==> config.mk <==
export PLATFORM = sky130hd
export DESIGN_NAME = seq_mux_scan
export DESIGN_NICKNAME = d
export VERILOG_FILES = /design/src/rtl/seq_mux_pkg.sv /design/src/rtl/mux_nto1.sv /design/src/rtl/seq_mux_scan.sv
export SDC_FILE = /design/constraint.sdc
export NUM_CORES = 1
export LEC_CHECK = 0
export ABC_AREA = 1
export CAP_MARGIN = 10
export CELL_PAD_IN_SITES_DETAIL_PLACEMENT = 0
export CELL_PAD_IN_SITES_GLOBAL_PLACEMENT = 1
export CORE_ASPECT_RATIO = 2
export CORE_MARGIN = 1.5
export CORE_UTILIZATION = 30
export DETAILED_ROUTE_END_ITERATION = 7
export GPL_TIMING_DRIVEN = 0
export PLACE_DENSITY_LB_ADDON = 0.1
export SKIP_LAST_GASP = 1
export SLEW_MARGIN = 25
export SYNTH_ARGS = -nofsm -noshare
export SYNTH_HDL_FRONTEND = slang
export SYNTH_HIERARCHICAL = 1
export SYNTH_SLANG_ARGS = --single-unit
==> constraint.sdc <==
create_clock -name clk -period 1.4 [get_ports clk]
set_input_delay 0.42 -clock clk [delete_from_list [all_inputs] [get_ports clk]]
set_output_delay 0.42 -clock clk [all_outputs]
set_load 0.05 [all_outputs]
==> src/rtl/seq_mux_pkg.sv <==
// Shared FSM encodings, mode constants and a width helper for the seq_mux_scan block.
package seq_mux_pkg;

  typedef enum logic [1:0] {
    ST_IDLE  = 2'd0,
    ST_DWELL = 2'd1,
    ST_HOLD  = 2'd2
  } state_t;

  localparam logic MODE_MAN  = 1'b0;
  localparam logic MODE_SCAN = 1'b1;

  // Ceiling log2, never less than 1 so single-bit selects and counters stay legal.
  function automatic int clog2(input int n);
    int r;
    r = 0;
    for (int v = n - 1; v > 0; v = v >> 1) r++;
    return (r < 1) ? 1 : r;
  endfunction

endpackage

==> src/rtl/mux_nto1.sv <==
// Combinational N:1 word selector built as a binary tree of 2:1 stages (heap-indexed nodes).
module mux_nto1
  import seq_mux_pkg::*;
#(
  parameter int WIDTH = 8,
  parameter int NCH   = 4,
  localparam int SEL_W = clog2(NCH)
) (
  input  logic [NCH*WIDTH-1:0] din,
  input  logic [SEL_W-1:0]     sel,
  output logic [WIDTH-1:0]     dout
);

  localparam int P = 1 << SEL_W;

  // node 0 is the root; node i feeds from 2i+1 (sel bit 0) and 2i+2 (sel bit 1)
  logic [WIDTH-1:0] node [2*P-1];

  for (genvar i = 0; i < P; i++) begin : g_leaf
    if (i < NCH) begin : g_used
      assign node[P-1+i] = din[i*WIDTH +: WIDTH];
    end else begin : g_pad
      assign node[P-1+i] = '0;
    end
  end

  for (genvar i = 0; i < P - 1; i++) begin : g_node
    localparam int DEPTH = $clog2(i + 2) - 1;
    assign node[i] = sel[SEL_W-1-DEPTH] ? node[2*i+2] : node[2*i+1];
  end

  assign dout = node[0];

endmodule

==> src/rtl/seq_mux_scan.sv <==
// Registered N:1 multiplexer with dwell timer, manual/auto-scan channel select and valid/ready output.
// Optional macro SCAN_MASK_EN adds a ch_mask input that removes channels from the scan sequence.
module seq_mux_scan
  import seq_mux_pkg::*;
#(
  parameter int WIDTH = 8,
  parameter int NCH   = 4,
  parameter int DWELL = 2,
  localparam int SEL_W = clog2(NCH)
) (
  input  logic                 clk,
  input  logic                 reset,
  input  logic                 en,
  input  logic                 mode,
  input  logic [SEL_W-1:0]     sel_in,
  input  logic [NCH*WIDTH-1:0] din,
`ifdef SCAN_MASK_EN
  input  logic [NCH-1:0]       ch_mask,
`endif
  input  logic                 out_ready,
  output logic [WIDTH-1:0]     dout,
  output logic                 out_valid,
  output logic [SEL_W-1:0]     ch_id,
  output logic                 sel_err,
  output logic                 busy
);

  localparam int CNT_W = clog2(DWELL + 1);
  localparam logic [CNT_W-1:0] CNT_LAST = CNT_W'(DWELL - 1);

  state_t           state_q, state_d;
  logic [CNT_W-1:0] cnt_q, cnt_d;
  logic [SEL_W-1:0] ch_q, ch_d, cur_ch_q, cur_ch_d;
  logic             mode_q, mode_d, err_q, err_d;
  logic [WIDTH-1:0] dout_q, dout_d;
  logic             out_valid_q, out_valid_d;
  logic [SEL_W-1:0] ch_id_q, ch_id_d;
  logic             sel_err_q, sel_err_d;

  logic [WIDTH-1:0] mux_y;
  logic             ack, go;
  logic [SEL_W-1:0] scan_next, scan_base, lat_scan_ch, lat_ch;
  logic             lat_scan_ok, lat_ok, lat_err;
`ifdef SCAN_MASK_EN
  logic [SEL_W-1:0] scan_idx;
`endif

  mux_nto1 #(.WIDTH(WIDTH), .NCH(NCH)) u_mux (
    .din (din),
    .sel (ch_q),
    .dout(mux_y)
  );

  // Channel for the next sample: scan successor on handshake, then mode/sel_in decide.
  always_comb begin
    ack = (state_q == ST_HOLD) && out_ready;
`ifdef SCAN_MASK_EN
    scan_idx  = '0;
    scan_next = ch_q;
    for (int i = NCH; i >= 1; i--) begin
      scan_idx = SEL_W'((int'(ch_q) + i) % NCH);
      if (ch_mask[scan_idx]) scan_next = scan_idx;
    end
    scan_base   = (ack && mode_q == MODE_SCAN) ? scan_next : cur_ch_q;
    lat_scan_ch = scan_base;
    lat_scan_ok = 1'b0;
    for (int i = NCH - 1; i >= 0; i--) begin
      scan_idx = SEL_W'((int'(scan_base) + i) % NCH);
      if (ch_mask[scan_idx]) begin
        lat_scan_ch = scan_idx;
        lat_scan_ok = 1'b1;
      end
    end
`else
    scan_next   = (ch_q == SEL_W'(NCH - 1)) ? '0 : ch_q + SEL_W'(1);
    scan_base   = (ack && mode_q == MODE_SCAN) ? scan_next : cur_ch_q;
    lat_scan_ch = scan_base;
    lat_scan_ok = 1'b1;
`endif
    if (mode == MODE_MAN) begin
      lat_err = (int'(sel_in) >= NCH);
      lat_ch  = lat_err ? '0 : sel_in;
      lat_ok  = 1'b1;
    end else begin
      lat_err = 1'b0;
      lat_ch  = lat_scan_ch;
      lat_ok  = lat_scan_ok;
    end
    go = en && lat_ok;
  end

  always_comb begin
    state_d     = state_q;
    cnt_d       = cnt_q;
    ch_d        = ch_q;
    mode_d      = mode_q;
    err_d       = err_q;
    cur_ch_d    = cur_ch_q;
    dout_d      = dout_q;
    out_valid_d = out_valid_q;
    ch_id_d     = ch_id_q;
    sel_err_d   = sel_err_q;
    unique case (state_q)
      ST_IDLE: begin
        if (go) begin
          state_d = ST_DWELL;
          cnt_d   = '0;
          ch_d    = lat_ch;
          mode_d  = mode;
          err_d   = lat_err;
        end
      end
      ST_DWELL: begin
        if (!en) begin
          state_d = ST_IDLE;
        end else if (cnt_q == CNT_LAST) begin
          state_d     = ST_HOLD;
          dout_d      = mux_y;
          ch_id_d     = ch_q;
          sel_err_d   = err_q;
          out_valid_d = 1'b1;
        end else begin
          cnt_d = cnt_q + CNT_W'(1);
        end
      end
      ST_HOLD: begin
        if (out_ready) begin
          out_valid_d = 1'b0;
          if (mode_q == MODE_SCAN) cur_ch_d = scan_next;
          if (go) begin
            state_d = ST_DWELL;
            cnt_d   = '0;
            ch_d    = lat_ch;
            mode_d  = mode;
            err_d   = lat_err;
          end else begin
            state_d = ST_IDLE;
          end
        end
      end
      default: state_d = ST_IDLE;
    endcase
  end

  always_ff @(posedge clk or posedge reset) begin
    if (reset) begin
      state_q     <= ST_IDLE;
      cnt_q       <= '0;
      ch_q        <= '0;
      mode_q      <= MODE_MAN;
      err_q       <= 1'b0;
      cur_ch_q    <= '0;
      dout_q      <= '0;
      out_valid_q <= 1'b0;
      ch_id_q     <= '0;
      sel_err_q   <= 1'b0;
    end else begin
      state_q     <= state_d;
      cnt_q       <= cnt_d;
      ch_q        <= ch_d;
      mode_q      <= mode_d;
      err_q       <= err_d;
      cur_ch_q    <= cur_ch_d;
      dout_q      <= dout_d;
      out_valid_q <= out_valid_d;
      ch_id_q     <= ch_id_d;
      sel_err_q   <= sel_err_d;
    end
  end

  assign dout      = dout_q;
  assign out_valid = out_valid_q;
  assign ch_id     = ch_id_q;
  assign sel_err   = sel_err_q;
  assign busy      = (state_q != ST_IDLE);

endmodule

# --- Word-level counts from Yosys, hierarchy flattened ---
# Index checks and enable logic that the tools add are counted.
word_totals:
  reg_bits: 22
  output_inout_bits: 13
  elab_cells: 65
op_classes:
  n_addsub: 2
  eq_ne: 10
  n_mux: 30
  n_reduce_logical: 13
op_table:
  columns: ["operator", "count"]
  rows:
  - ["$mux W2", 13]
  - ["$mux W8", 3]
  - ["$pmux W2 S3", 2]
  - ["$ne A2 B2 Y1 const B", 5]
  - ["$reduce_and A3 Y1", 3]
  - ["$mux W1", 8]
  - ["$reduce_and A4 Y1", 2]
  - ["$pmux W1 S2", 3]
  - ["$reduce_bool A2 Y1", 3]
  - ["$add A2 B1 Y2 const B", 2]
  - ["$eq A2 B1 Y1 const B", 2]
  - ["$eq A2 B2 Y1 const B", 2]
  - ["$pmux W2 S2", 1]
  - ["$ne A3 B3 Y1 const B", 1]
  - ["$reduce_bool A3 Y1", 1]
  - ["$logic_and A1 B1 Y1", 2]
  - ["$logic_not A2 Y1", 1]
  - ["$reduce_and A2 Y1", 1]

# --- Logic depth before layout (Yosys ltp) ---
depth:
  ltp_word: 8
  mapped_depth: 8
  depth_no_buf: 7

# --- Modules after synthesis ---
# Netlist, hierarchy kept.
modules_own_cells:
  columns: ["mod", "instances", "cells_per_inst", "area_each_um2", "seq_area_each_um2"]
  rows:
  - ["seq_mux_scan", 1, 111, 1002.2, 500.5]
  - ["mux_nto1", 1, 94, 395.4, 0.0]

# --- Worst setup path after synthesis ---
# OpenSTA, ideal clock, no wires.
synth_timing:
  path_type: "reg-to-output"
  from: "register state_q[0]"
  to: "output port busy"
  arrival_time_ps: 857
  setup_slack_ps: 123
  stages_incl_launch_ff: 2
  cell_sequence: "dfrtp_1 > or2_2"
synth_via:
  elab_chain_cells: 1
synth_rtl:
  columns: ["item", "line_no", "source"]
  rows:
  - ["start: declaration", "seq_mux_scan.sv:31", "state_t state_q, state_d;"]
  - ["start signal: assignment", "seq_mux_scan.sv:158", "state_q <= state_d;"]
  - ["$reduce_bool A2 Y1", "seq_mux_scan.sv:175", "assign busy = (state_q != ST_IDLE);"]
  - ["end: declaration", "seq_mux_scan.sv:25", "output logic busy"]
# No other way between the ends.

# --- Worst setup path after layout ---
layout_timing:
  from: "register state_q[1]"
  to: "output port busy"
# The elaborated chain is that of the path after synthesis.

==> results.md <==
- FF-to-FF setup slack: 0.17 ns
- Layout net count: 303
- FF-to-FF Start: ch_q[1]
- Crit share post-route: 106%
- Syn. warnings: 6
- Worst setup path end: busy
- Pleak: 0.00114 uW
- Slew @ Worst Pin: 0.752 ns
- DRC: 0
- Setup crit end kind: output pin
- Min-Delay Path Class: register to register
- Synth area leader: dfrtp_1
- CTS Sinks: 20
- Top cells by count, synth: nand2_1 (63), inv_1 (58), dfrtp_1 (20), nand3_1 (20), o21ai_2 (12)
- Dominant synthesized flop cell: dfrtp_1
- Antenna diodes: 0
- Worst reg-to-reg path cell count: 6
- Clk buf depth: 2
- Count leader, synth: nand2_1
- Layout cells sized above 1: 18.4%
- Failing checks: setup timing
- Ports: 52
- Hold path start: dout[5]
- Seq/Total Area, Yosys: 35.8%
- FF+latch count, synth: 20
- GR Overflow Total: 0
- Die X: 51.3 um
- Util after Layout: 44.3%
- Die height: 99.5 um
- Largest net degree at the start of global routing: 21
- IO Port Bufs: 50
- Vias: 1289
- Yosys top cell area share: 35.8%
- Syn Inst Count: 205
- Max Slew Vio Count: 0
- Worst Skew: 0.00431 ns
- Max-slew headroom: 49.8%
- Clock network power share: 15.1%
- EDFF count, synth: 0
- Post-synthesis net count: 246
- Share of power burned in registers: 24.5%
- Reg2reg end: dout[4]
- Sw Share: 48.1%
- Final cell count without fillers: 316
- Area growth syn-to-layout: 44.3%
- Combinational share of power: 60.4%
- Pwr per Cell Area: 1940 nW/um^2
- DP Cell Count: 310
- Initial core utilization: 30.7%
- Status: finished, violations left
- Final setup fails: 1
- Die ar.: 5100 um^2
- Crit-path max FO: 2
- Net Sw Power: 1880 uW
- CP Class: register to output pin
- Drt pass-1 iters: 4
- Setup TNS: -0.0784 ns
- FFs w/ async S/R, synth: 100%
- # H-tree levels: 1
- CTS tree: yes
- FP Rows: 35
- Vias per cell: 4.08
- Clock root buffer: clkbuf_8
- Post-Syn Area per Cell: 6.82 um^2
- Core area: 4550 um^2
- Mapped Area: 1400 um^2
- Startpoint types: register
- HPWL Detailed: 2750 um
- Worst slack at placement: -0.460 ns
- Final ANT Viol Nets: 0
- Fin crit period: 1.48 ns
- Hold Buf Count CTS: 0
- Filler cell count: 516
- Gp weighted congestion: 0.716
- CP startpoint: state_q[1]
- RSZ-0062 raised after global routing: yes
- Top post-synthesis cells by area: dfrtp_1 (36%), nand2_1 (17%), inv_1 (16%)
- Cell variety after synth: 24
- Global-route wire length before repair: 5620 um
- Crit path arrival time: 1.06 ns
- Final Worst Setup Slack: -0.0784 ns
- Starting DRC count in detailed routing: 13
- Number of global-route vias before repair: 1291
- Achievable frequency: 676 MHz
- Clk_lat worst skew: 0.27 ns
- Routed WL: 3310 um
- Max VDD drop: 0.716 mV
- GRT Overall Usage: 14.5%
- CTS Buf Count: 3
- Clock transition at path regs: 0.08 ns
- Hold Fails Final Rpt: 0
- CP Data Required Time: 0.98 ns
- Max Cap Violations: 0
- Initial antenna violation count: 0
- Cell-internal power: 2030 uW
- Wire per inst: 10.5 um
## worst min path at each step
| stage | depth (start not counted) | endpoint |
|---|---|---|
| final | 2 | dout[5] |
| after global routing | 2 | dout[1] |
| after CTS | 2 | dout[7] |
| after detailed placement | 2 | dout[7] |
| after global placement | 2 | dout[0] |
| after floorplan | 1 | ch_id[0] |
## cell families (layout without fill, tap and decap cells)
family          Yosys count  after routing  synth area share (%)
buf+inv                  67            123                  20.9
flops                    20             20                  35.8
simple gates             97             97                  31.0
fa+ha+maj                 2              2                  1.79
compound gates           18             18                  10.2
other cells               1              1                 0.268
## flip-flops by register name, indices dropped and copies added, names as in the netlist
name and count:
dout 8, cur_ch_q 2, out_valid 1, cnt_q 2, ch_q 2, state_q 2, ch_id 2, mode_q 1
## placed cells by master (no fill, tap or decap), types with 3 or more instances in the layout
cell             instances
buf_2                   12
nor2_1                   5
clkdlybuf4s50_1         37
inv_1                   58
nand3_1                 20
nand2_1                 62
dfrtp_1                 19
clkbuf_8                 3
buf_4                    4
o21ai_2                 12
buf_6                    4
## cell type report
class / instances / area [um^2] / area share [%]
clock buffers: 3 / 41.3 / 2.05
plain buffers: 7 / 65.1 / 3.23
clock inverters: 1 / 30.0 / 1.49
flip-flops and latches: 20 / 502 / 24.9
repair buffers: 52 / 468 / 23.2
well taps: 55 / 68.8 / 3.41
inverters: 60 / 228 / 11.3
multi-input cells: 118 / 614 / 30.5
## critical path, cell delays in order (launching register included)
cell     delay, ns
dfrtp_1       0.39
or2_4         0.25
buf_8         0.15
## per-stage QoR
stage                     instance area [um^2]  total power, uW  hold WS, ns
after floorplan                           1400             2730        0.384
after global placement                    1970             3430        0.464
after detailed placement                  1970             3450        0.472
after CTS                                 2010             3980        0.488
after global routing                      2020             4250        0.509
final                                     2020             3910        0.482
## power by group through the flow
stage | Clock [uW] | Sequential [uW] | Combinational [uW]
finish | 590 | 956 | 2360
global route | 625 | 990 | 2630
CTS | 597 | 963 | 2420
detailed placement | 0 | 998 | 2450
global placement | 0 | 992 | 2440
floorplan | 0 | 1460 | 1270
## repair_timing
item | in CTS | in global routing
setup buffers | 2 | 0
endpoints found under the setup margin | 17 | 5
resized for setup | 66 | 2
pin swaps | 0 | 0
endpoints found under the hold margin | 0 | 0
## routing by layer
metal,vias to the layer above,part of all wire (%),GRT usage (%)
li1,704,-,-
met1,542,35,13.7
met2,38,60,29.6
met3,5,3.3,1.05
met4,0,2.3,6.68
met5,-,0,0
No activity file was read; power rests on OpenSTA's default activity.
